### src/rtl/match_count_accum.sv
// match_count_accum: gathers per-index match counts and sticky aligned-match
// flags over a window of input beats. When the window closes, the result is
// presented to the downstream max tree with a valid/ready handshake.
module match_count_accum #(
    parameter int NUM_IDX = 16,
    parameter int WIDTH   = 2,
    parameter int WINDOW  = 8
) (
    input  logic                     i_clk,
    input  logic                     i_rst_n,
    input  logic                     i_valid,
    output logic                     o_ready,
    input  logic [NUM_IDX-1:0]       i_match,
    input  logic [NUM_IDX-1:0]       i_align,
    input  logic                     i_last,
    output logic                     o_valid,
    input  logic                     i_ready,
    output logic [NUM_IDX*WIDTH-1:0] o_count,
    output logic [NUM_IDX-1:0]       o_align,
    output logic [7:0]               o_beats
);

    typedef enum logic {ACCUM = 1'b0, HOLD = 1'b1} state_t;

    localparam logic [WIDTH-1:0] CNT_MAX = '1;
    localparam logic [WIDTH-1:0] CNT_ONE = {{(WIDTH-1){1'b0}}, 1'b1};
    // The window closes on the beat that arrives while the counter shows
    // WINDOW-1 beats. With WINDOW=256 a full window reads back as 0 beats
    // because the counter is 8 bits wide.
    localparam logic [7:0]       LAST_BEAT = 8'(WINDOW - 1);

    state_t                          state_q, state_d;
    logic [NUM_IDX-1:0][WIDTH-1:0]   count_q, count_d;
    logic [NUM_IDX-1:0]              align_q, align_d;
    logic [7:0]                      beats_q, beats_d;

    assign o_ready = (state_q == ACCUM);
    assign o_valid = (state_q == HOLD);
    assign o_count = count_q;
    assign o_align = align_q;
    assign o_beats = beats_q;

    // Next-state: accumulate accepted beats, close the window, clear on consume
    always_comb begin
        state_d = state_q;
        count_d = count_q;
        align_d = align_q;
        beats_d = beats_q;
        case (state_q)
            ACCUM: begin
                if (i_valid) begin
                    for (int k = 0; k < NUM_IDX; k++) begin
                        if (i_match[k]) begin
                            if (count_q[k] != CNT_MAX)
                                count_d[k] = count_q[k] + CNT_ONE;
                            if (i_align[k])
                                align_d[k] = 1'b1;
                        end
                    end
                    beats_d = beats_q + 8'd1;
                    if (i_last || (beats_q == LAST_BEAT))
                        state_d = HOLD;
                end
            end
            HOLD: begin
                if (i_ready) begin
                    count_d = '0;
                    align_d = '0;
                    beats_d = '0;
                    state_d = ACCUM;
                end
            end
            default: state_d = ACCUM;
        endcase
    end

    // State and window registers. Reset discards any partial or held window.
    always_ff @(posedge i_clk or negedge i_rst_n) begin
        if (!i_rst_n) begin
            state_q <= ACCUM;
            count_q <= '0;
            align_q <= '0;
            beats_q <= '0;
        end else begin
            state_q <= state_d;
            count_q <= count_d;
            align_q <= align_d;
            beats_q <= beats_d;
        end
    end

endmodule

### config.mk
export PLATFORM = sky130hd
export DESIGN_NAME = match_count_accum
export DESIGN_NICKNAME = d
export VERILOG_FILES = /design/src/rtl/match_count_accum.sv
export SDC_FILE = /design/constraint.sdc
export NUM_CORES = 1
export LEC_CHECK = 0
export ABC_AREA = 1
export CAP_MARGIN = 20
export CORE_AREA = 2 2 73 93
export CTS_BUF_LIST = sky130_fd_sc_hd__clkbuf_8
export DETAILED_ROUTE_END_ITERATION = 10
export DIE_AREA = 0 0 75 95
export GPL_TIMING_DRIVEN = 0
export HOLD_SLACK_MARGIN = 0.1
export PLACE_DENSITY = 0.8
export SYNTH_ARGS = -nofsm -noshare
export SYNTH_HDL_FRONTEND = slang
export SYNTH_SLANG_ARGS = --single-unit
export TNS_END_PERCENT = 20
### constraint.sdc
create_clock -name i_clk -period 1.7 [get_ports i_clk]
set_input_delay 0.51 -clock i_clk [delete_from_list [all_inputs] [get_ports i_clk]]
set_output_delay 0.51 -clock i_clk [all_outputs]
set_load 0.005 [all_outputs]
* Word level (Yosys, flattened, before mapping)
Cells that the tools add are included.
** Storage, ports and cells
- Flip-flop bits (word level) :: 57
- Bits of input ports :: 37
- Output and inout port bits :: 58
- Logic and storage cells :: 230
** Operators by class
- $add $sub $neg :: 17
- Equal/unequal tests :: 67
- Multiplexer cells :: 77
- Bitwise operators :: 1
- Reductions and logical operators :: 34
** Operators by type and width (number)
- AND reduction 4 bit :: 32
- inequality test 2 x 1 -> 1 bit (second input constant) :: 48
- two-way mux 2 bit :: 32
- two-way mux 32 bit :: 2
- one-hot mux 32 bit (2 select lines) :: 1
- inequality test 2 bit (second input constant) :: 18
- two-way mux 1 bit :: 35
- adder 2 x 1 -> 2 bit (second input constant) :: 16
- two-way mux 16 bit :: 2
- one-hot mux 16 bit (2 select lines) :: 1
- two-way mux 8 bit :: 2
- one-hot mux 8 bit (2 select lines) :: 1
- adder 8 x 1 -> 8 bit (second input constant) :: 1
- equality test 8 x 3 -> 1 bit (second input constant) :: 1
- one-hot mux 1 bit (2 select lines) :: 1
- AND reduction 2 bit :: 1
- logical OR 1 bit :: 1
- NOT 1 bit :: 1

* Logic depth before layout (Yosys ltp)
- Depth in word-level cells :: 5
- Mapped depth :: 9
- Depth with buffers taken out :: 8

* Least setup slack after synthesis
OpenSTA, ideal clock, no wires.
- Path kind :: register to output
- From :: reg state_q, in the netlist o_valid
- To :: out o_ready
- Arrival :: 0.894 ns
- Required time :: 1.190 ns
- Path slack :: 0.296 ns
- Cell stages (with the launch flop) :: 5
- Path buffers :: 3
- Cell sequence :: dfrtp_1 -> buf_4 -> inv_2 -> buf_6 -> buf_2
** Between the ends
- Word-level cells in the longest chain between the ends :: 1
** Ends and longest elaborated chain
- from (decl) :: RTL line 32 : state_t state_q, state_d;
- from (signal assigned) :: RTL line 85 : state_q <= state_d;
- NOT 1 bit
- to (decl) :: RTL line 12 : output logic o_ready,
Every way passes these cells.

* Final worst setup path
Ends and elaborated chain as after synthesis.

==> results.json <==
{
  "syn_inst": 342,
  "setup_viol": 0,
  "grt_first_pass_wirelength_mm": 13.1,
  "gr-total-overflow": 0,
  "crit_path_cell_trace": "buf_6 > inv_4 > buf_12 > buf_2",
  "max_stage_delay_ps": 390,
  "rsz0062_at_grt": "false",
  "critPathBufInv": 4,
  "fin_crit_ps": 1620,
  "synthTopCellsByCount": "78 x nand2_1, 57 x dfrtp_1, 31 x inv_1, 27 x o21ai_1",
  "synth_flop_cell": "dfrtp_1",
  "wl_per_cell_um": 14.4,
  "synth_top_area_cell": "dfrtp_1",
  "fin_util_pct": 66.1,
  "final_cells": 546,
  "hp-class": "in -> async",
  "drive_gt1_share_pct": 11.3,
  "cts.reportedPaths.clkPinSlew_ps": 60,
  "root_buffer": "clkbuf_8",
  "core-area_um2": 6320,
  "fmax_mhz": 617,
  "clk_path_buf_depth": 2,
  "critical_path.top_delay_family": "flip-flops",
  "regArea_um2": 1430,
  "power_density_nw_per_um2": 1310,
  "synth_area_leaders": "dfrtp_1 49%, nand2_1 10%, ha_1 7.3%",
  "die_w_um": 75,
  "tritoncts": "yes",
  "cp-start-kind": "flop",
  "yosysWarningCount": 0,
  "async_flop_share_pct": 100,
  "tightestPinTransition_ps": 841,
  "end_kind": "primary output",
  "cp.arrival_ps": 1110,
  "total_power_mw": 5.46,
  "crit_type": "reg -> out",
  "gp_congestion": 0.833,
  "die-area_um2": 7130,
  "ys_seq_elements": 57,
  "antenna_found_initial": 0,
  "io_pins": 95,
  "start_util_pct": 46.1,
  "dpl.hpwl_mm": 5.65,
  "synth_area_per_cell_um2": 8.51,
  "drc": 0,
  "cts.sinks": 57,
  "dp.cells": 524,
  "synth_cell_types": 23,
  "htreeDepth": 3,
  "ys_seq_area_share_pct": 49.0,
  "drv_slew": 0,
  "portBuffers": 94,
  "drt-pass1-iter-count": 4,
  "fp-row-count": 33,
  "grt_usage_pct": 24.9,
  "drt_wl_total_mm": 7.87,
  "grt_max_degree": 36,
  "vias": 2801,
  "peakVddDrop_v": 0.000718,
  "cap_viol_max_count": 0,
  "synth_edf_count": 0,
  "max_slew_margin_pct": 43.9,
  "yosys.area.top_type_share_pct": 49.0,
  "cp_slowest_cell": "dfrtp_1",
  "cts_buffers": 9,
  "cp_max_fo": 2,
  "die_y_um": 95,
  "cp.required_ps": 1190,
  "hold_viol": 0,
  "clock_latency_ps": 330,
  "yosys.cell_count.top_type": "nand2_1",
  "antenna_cells": 0,
  "hold_ws_ps": 286,
  "filler_cell_count": 532,
  "ant_nets": 0,
  "multiInputGateArea_um2": 1250,
  "period_share_pct": 95.4,
  "grt_pass1_vias": 2811,
  "finalSetupTns_ps": 0,
  "syn_area_um2": 2910,
  "status": "finished clean",
  "drtIter0Drc": 145,
  "final_nets": 511,
  "viasPerCell": 5.13,
  "areaGrowthSynthToFinish_pct": 43.4,
  "syn_nets": 396,
  "p_leak_nw": 2.24,
  "finClkSkew_ps": 7.20
}
-- per-stage QoR --
stage	setup WS (ps)	instance area [um2]
after global placement	-1700	3960
after detailed placement	-391	3980
after global routing	3.34	4180
after CTS	1.97	4150
after floorplan	296	2910
final	78.5	4180
-- state kept, by name, indices dropped and copies added, names as in the netlist --
signal and cells:
o_align 16, o_valid 1, o_beats 8, o_count 32
-- power breakdown --
group / switching (mW) / total [mW] / internal [mW]
logic: 1.06 / 2.23 / 1.17
registers: 0.371 / 2.20 / 1.83
clock network: 0.492 / 1.02 / 0.530
-- worst reg2reg max path, delay by kind of cell, from the launching register on --
family / cells / cell delay, ps
buf+inv: 5 / 880
flops: 1 / 360
simple gates: 2 / 180
-- what timing repair did --
item                       CTS  global route
resized for setup           57             9
buffers inserted            10             0
setup endpoints to repair   68             9
hold buffers                 0             0
-- area by class of cell --
type | instances | share of cell area [%]
Clock inverter | 3 | 0.300
Sequential cell | 57 | 34.2
Buffer | 14 | 2.85
Inverter | 33 | 3.03
Tap cell | 87 | 2.61
Timing Repair Buffer | 105 | 23.8
Clock buffer | 10 | 3.30
Multi-Input combinational cell | 237 | 29.9
-- cell families (layout without fill, tap and decap cells) --
family | Yosys count | in the layout | share of synthesized area [%]
fa+ha+maj | 17 | 17 | 7.31
buf+inv | 48 | 165 | 8.08
simple gates | 141 | 141 | 21.0
flops | 57 | 57 | 49.0
compound gates | 79 | 79 | 14.7
-- path summary, 6_finish.rpt --
path / to / slack (ps) / from / depth (start not counted)
min: o_count[11] / 290 / i_rst_n / 1
min in group i_clk: o_align[0] / 480 / o_align[0] / 2
max reg2reg: o_align[14] / 150 / o_valid / 7
max in group asynchronous: o_count[22] / 830 / i_rst_n / 2
max: o_ready / 80 / o_valid / 4
min reg2reg: o_align[0] / 480 / o_align[0] / 2
-- per-layer routing --
layer	routed length, um	global-route usage [%]	vias to the layer above
met3	456	5.44	18
met5	0	0	-
met2	4020	40.9	107
li1	-	-	1366
met4	277	13.1	0
met1	3110	29.8	1310
-- cells in the final DEF, fill, tap and decap left out --
cell | Yosys | final
o21bai_1 | 1 | 1
nand3_1 | 25 | 25
o21ai_0 | 21 | 21
or2_2 | 4 | 4
buf_12 | 0 | 1
clkdlybuf4s50_1 | 0 | 34
buf_4 | 3 | 12
nand3_2 | 2 | 2
buf_8 | 1 | 1
buf_16 | 0 | 1
nand2_1 | 78 | 78
nand2_4 | 1 | 1
nor2_1 | 23 | 23
o211ai_1 | 1 | 1
a21oi_2 | 1 | 1
dfrtp_1 | 57 | 57
clkbuf_8 | 0 | 10
inv_2 | 2 | 1
o211ai_2 | 3 | 3
inv_4 | 0 | 1
buf_6 | 3 | 3
dlymetal6s2s_1 | 0 | 9
buf_2 | 8 | 9
o21ai_1 | 27 | 27
inv_1 | 31 | 33
ha_1 | 17 | 17
clkinv_2 | 0 | 1
dlygate4sd2_1 | 0 | 49
a21oi_1 | 25 | 25
nand4_1 | 7 | 7
nand2_2 | 1 | 1
No activity file was read; power rests on OpenSTA's default activity.
==> RTL change: new RTL, same settings <==
Compare `beats_q` against `LAST_BEAT` with >= in place of ==.
--- a/src/rtl/match_count_accum.sv
+++ b/src/rtl/match_count_accum.sv
@@ -59,5 +59,5 @@
                     end
                     beats_d = beats_q + 8'd1;
-                    if (i_last || (beats_q == LAST_BEAT))
+                    if (i_last || (beats_q >= LAST_BEAT))
                         state_d = HOLD;
                 end
Formal check against the unedited RTL: same outputs for any inputs over 10 cycles, from zero or initial values and one cycle with i_rst_n low; that may be too few to reach the edited logic, so the function may still have changed.
==> RTL change against the unedited design <==
  * Clock skew is 0.0019 ns lower
  * Combinational power up 25%
  * Synthesized cell count increased by 3.2%
  * First-iteration DRC count rose by 1.4%
  * Routed wire length is 4.3% higher
  * Cell area is 6.5% higher
  * Area after synthesis rose by 8.8%
  * Global-route usage rose by 0.27 points
  * Fmax down 2.1%
  * Sequential cell count unchanged
  * Worst setup slack worse by 0.034 ns
  * Power rose by 12%
  * Via count is 1.1% higher
  * Critical path type unchanged
==> RTL change: results (changes against the unedited design) <==
[logic_synthesis]
synthAdderAreaFrac=0.0672  ; -0.00589
avgSynthCellArea_um2=8.97  ; +5.4%
ys_seq_area_frac=0.450  ; -0.0395
netlist_top_cells_count=79 x nand2_1, 57 x dfrtp_1, 47 x inv_1
syn_nets=407  ; +2.8%
synth_compound_area_frac=0.147  ; about the same

[timing]
finClkSkew_ns=0.00526  ; -0.00194 ns
worstMarginPinSlew_ns=0.635  ; -0.206 ns

[run_status]
outcome=complete, no violations

[placement]
dpl.hpwl_um=5810  ; +2.7%
placed_area_mm2=0.00422  ; +6.0%
portBuffers=93  ; -1.1%
routabilityCongestion=0.853  ; +2.4%

[global_routing]
grtUsageTotal=0.251  ; +0.00268
grt_use_met1=0.295  ; -0.00347
grt_pass1_wl_um=13300  ; +1.6%
grt_max_degree=34  ; -5.6%
met2_usage=0.439  ; +0.0292

[routing]
met3_length_um=363  ; -20%
first_iter_violations=147  ; +1.4%
wl_met1_um=3260  ; +4.8%
wl_met2_um=4420  ; +10%

[power_and_ir_drop]
leakage_nw=2.42  ; +8.3%
total_power_mw=6.11  ; +12%
ir_drop_uv=870  ; +21%
p_seq_mw=2.24  ; +2%

[cts]
cts_setup_buffers=11  ; +1
cts-resized-gates=60  ; +5.3%

[finish]
drive_gt1_frac=0.208  ; +0.0951
final_nets=526  ; +2.9%

[setup_path]
crit_family=buffers and inverters
worstPathMaxFanout=4  ; +2

[RTL change: changes by cell type in the layout (fill, tap and decap cells not counted), sizes merged, moves of 2 or more]
cell	delta
or2	+12
o21ai	+10
clkbuf	+2
nand3	-13
o211ai	-4
nand2	+14
inv	+17
nor2	-15
a21oi	-10
dlymetal6s2s	-4
nand4	+4
dlygate4sd2	+3
[RTL change: final timing paths]
check	from	end	slack (ns)	cells past startpoint
max	o_valid	o_ready	0.04	4
min	i_rst_n	o_beats[6]	0.19	1
max reg2reg	o_valid	o_beats[3]	0.09	8
min reg2reg	o_align[0]	o_align[0]	0.49	2
max in group asynchronous	i_rst_n	o_count[21]	0.91	2
min in group i_clk	o_align[0]	o_align[0]	0.49	2
[RTL change: final cells by class]
class,instances,area (um^2)
repair buffers,109,1000
flip-flops and latches,57,1430
repair inverters,1,8.76
multi-input cells,234,1430
inverters,49,200
clock buffers,11,151
well taps,87,109
clock inverters,3,11.3
plain buffers,11,114
fillers,534,1870
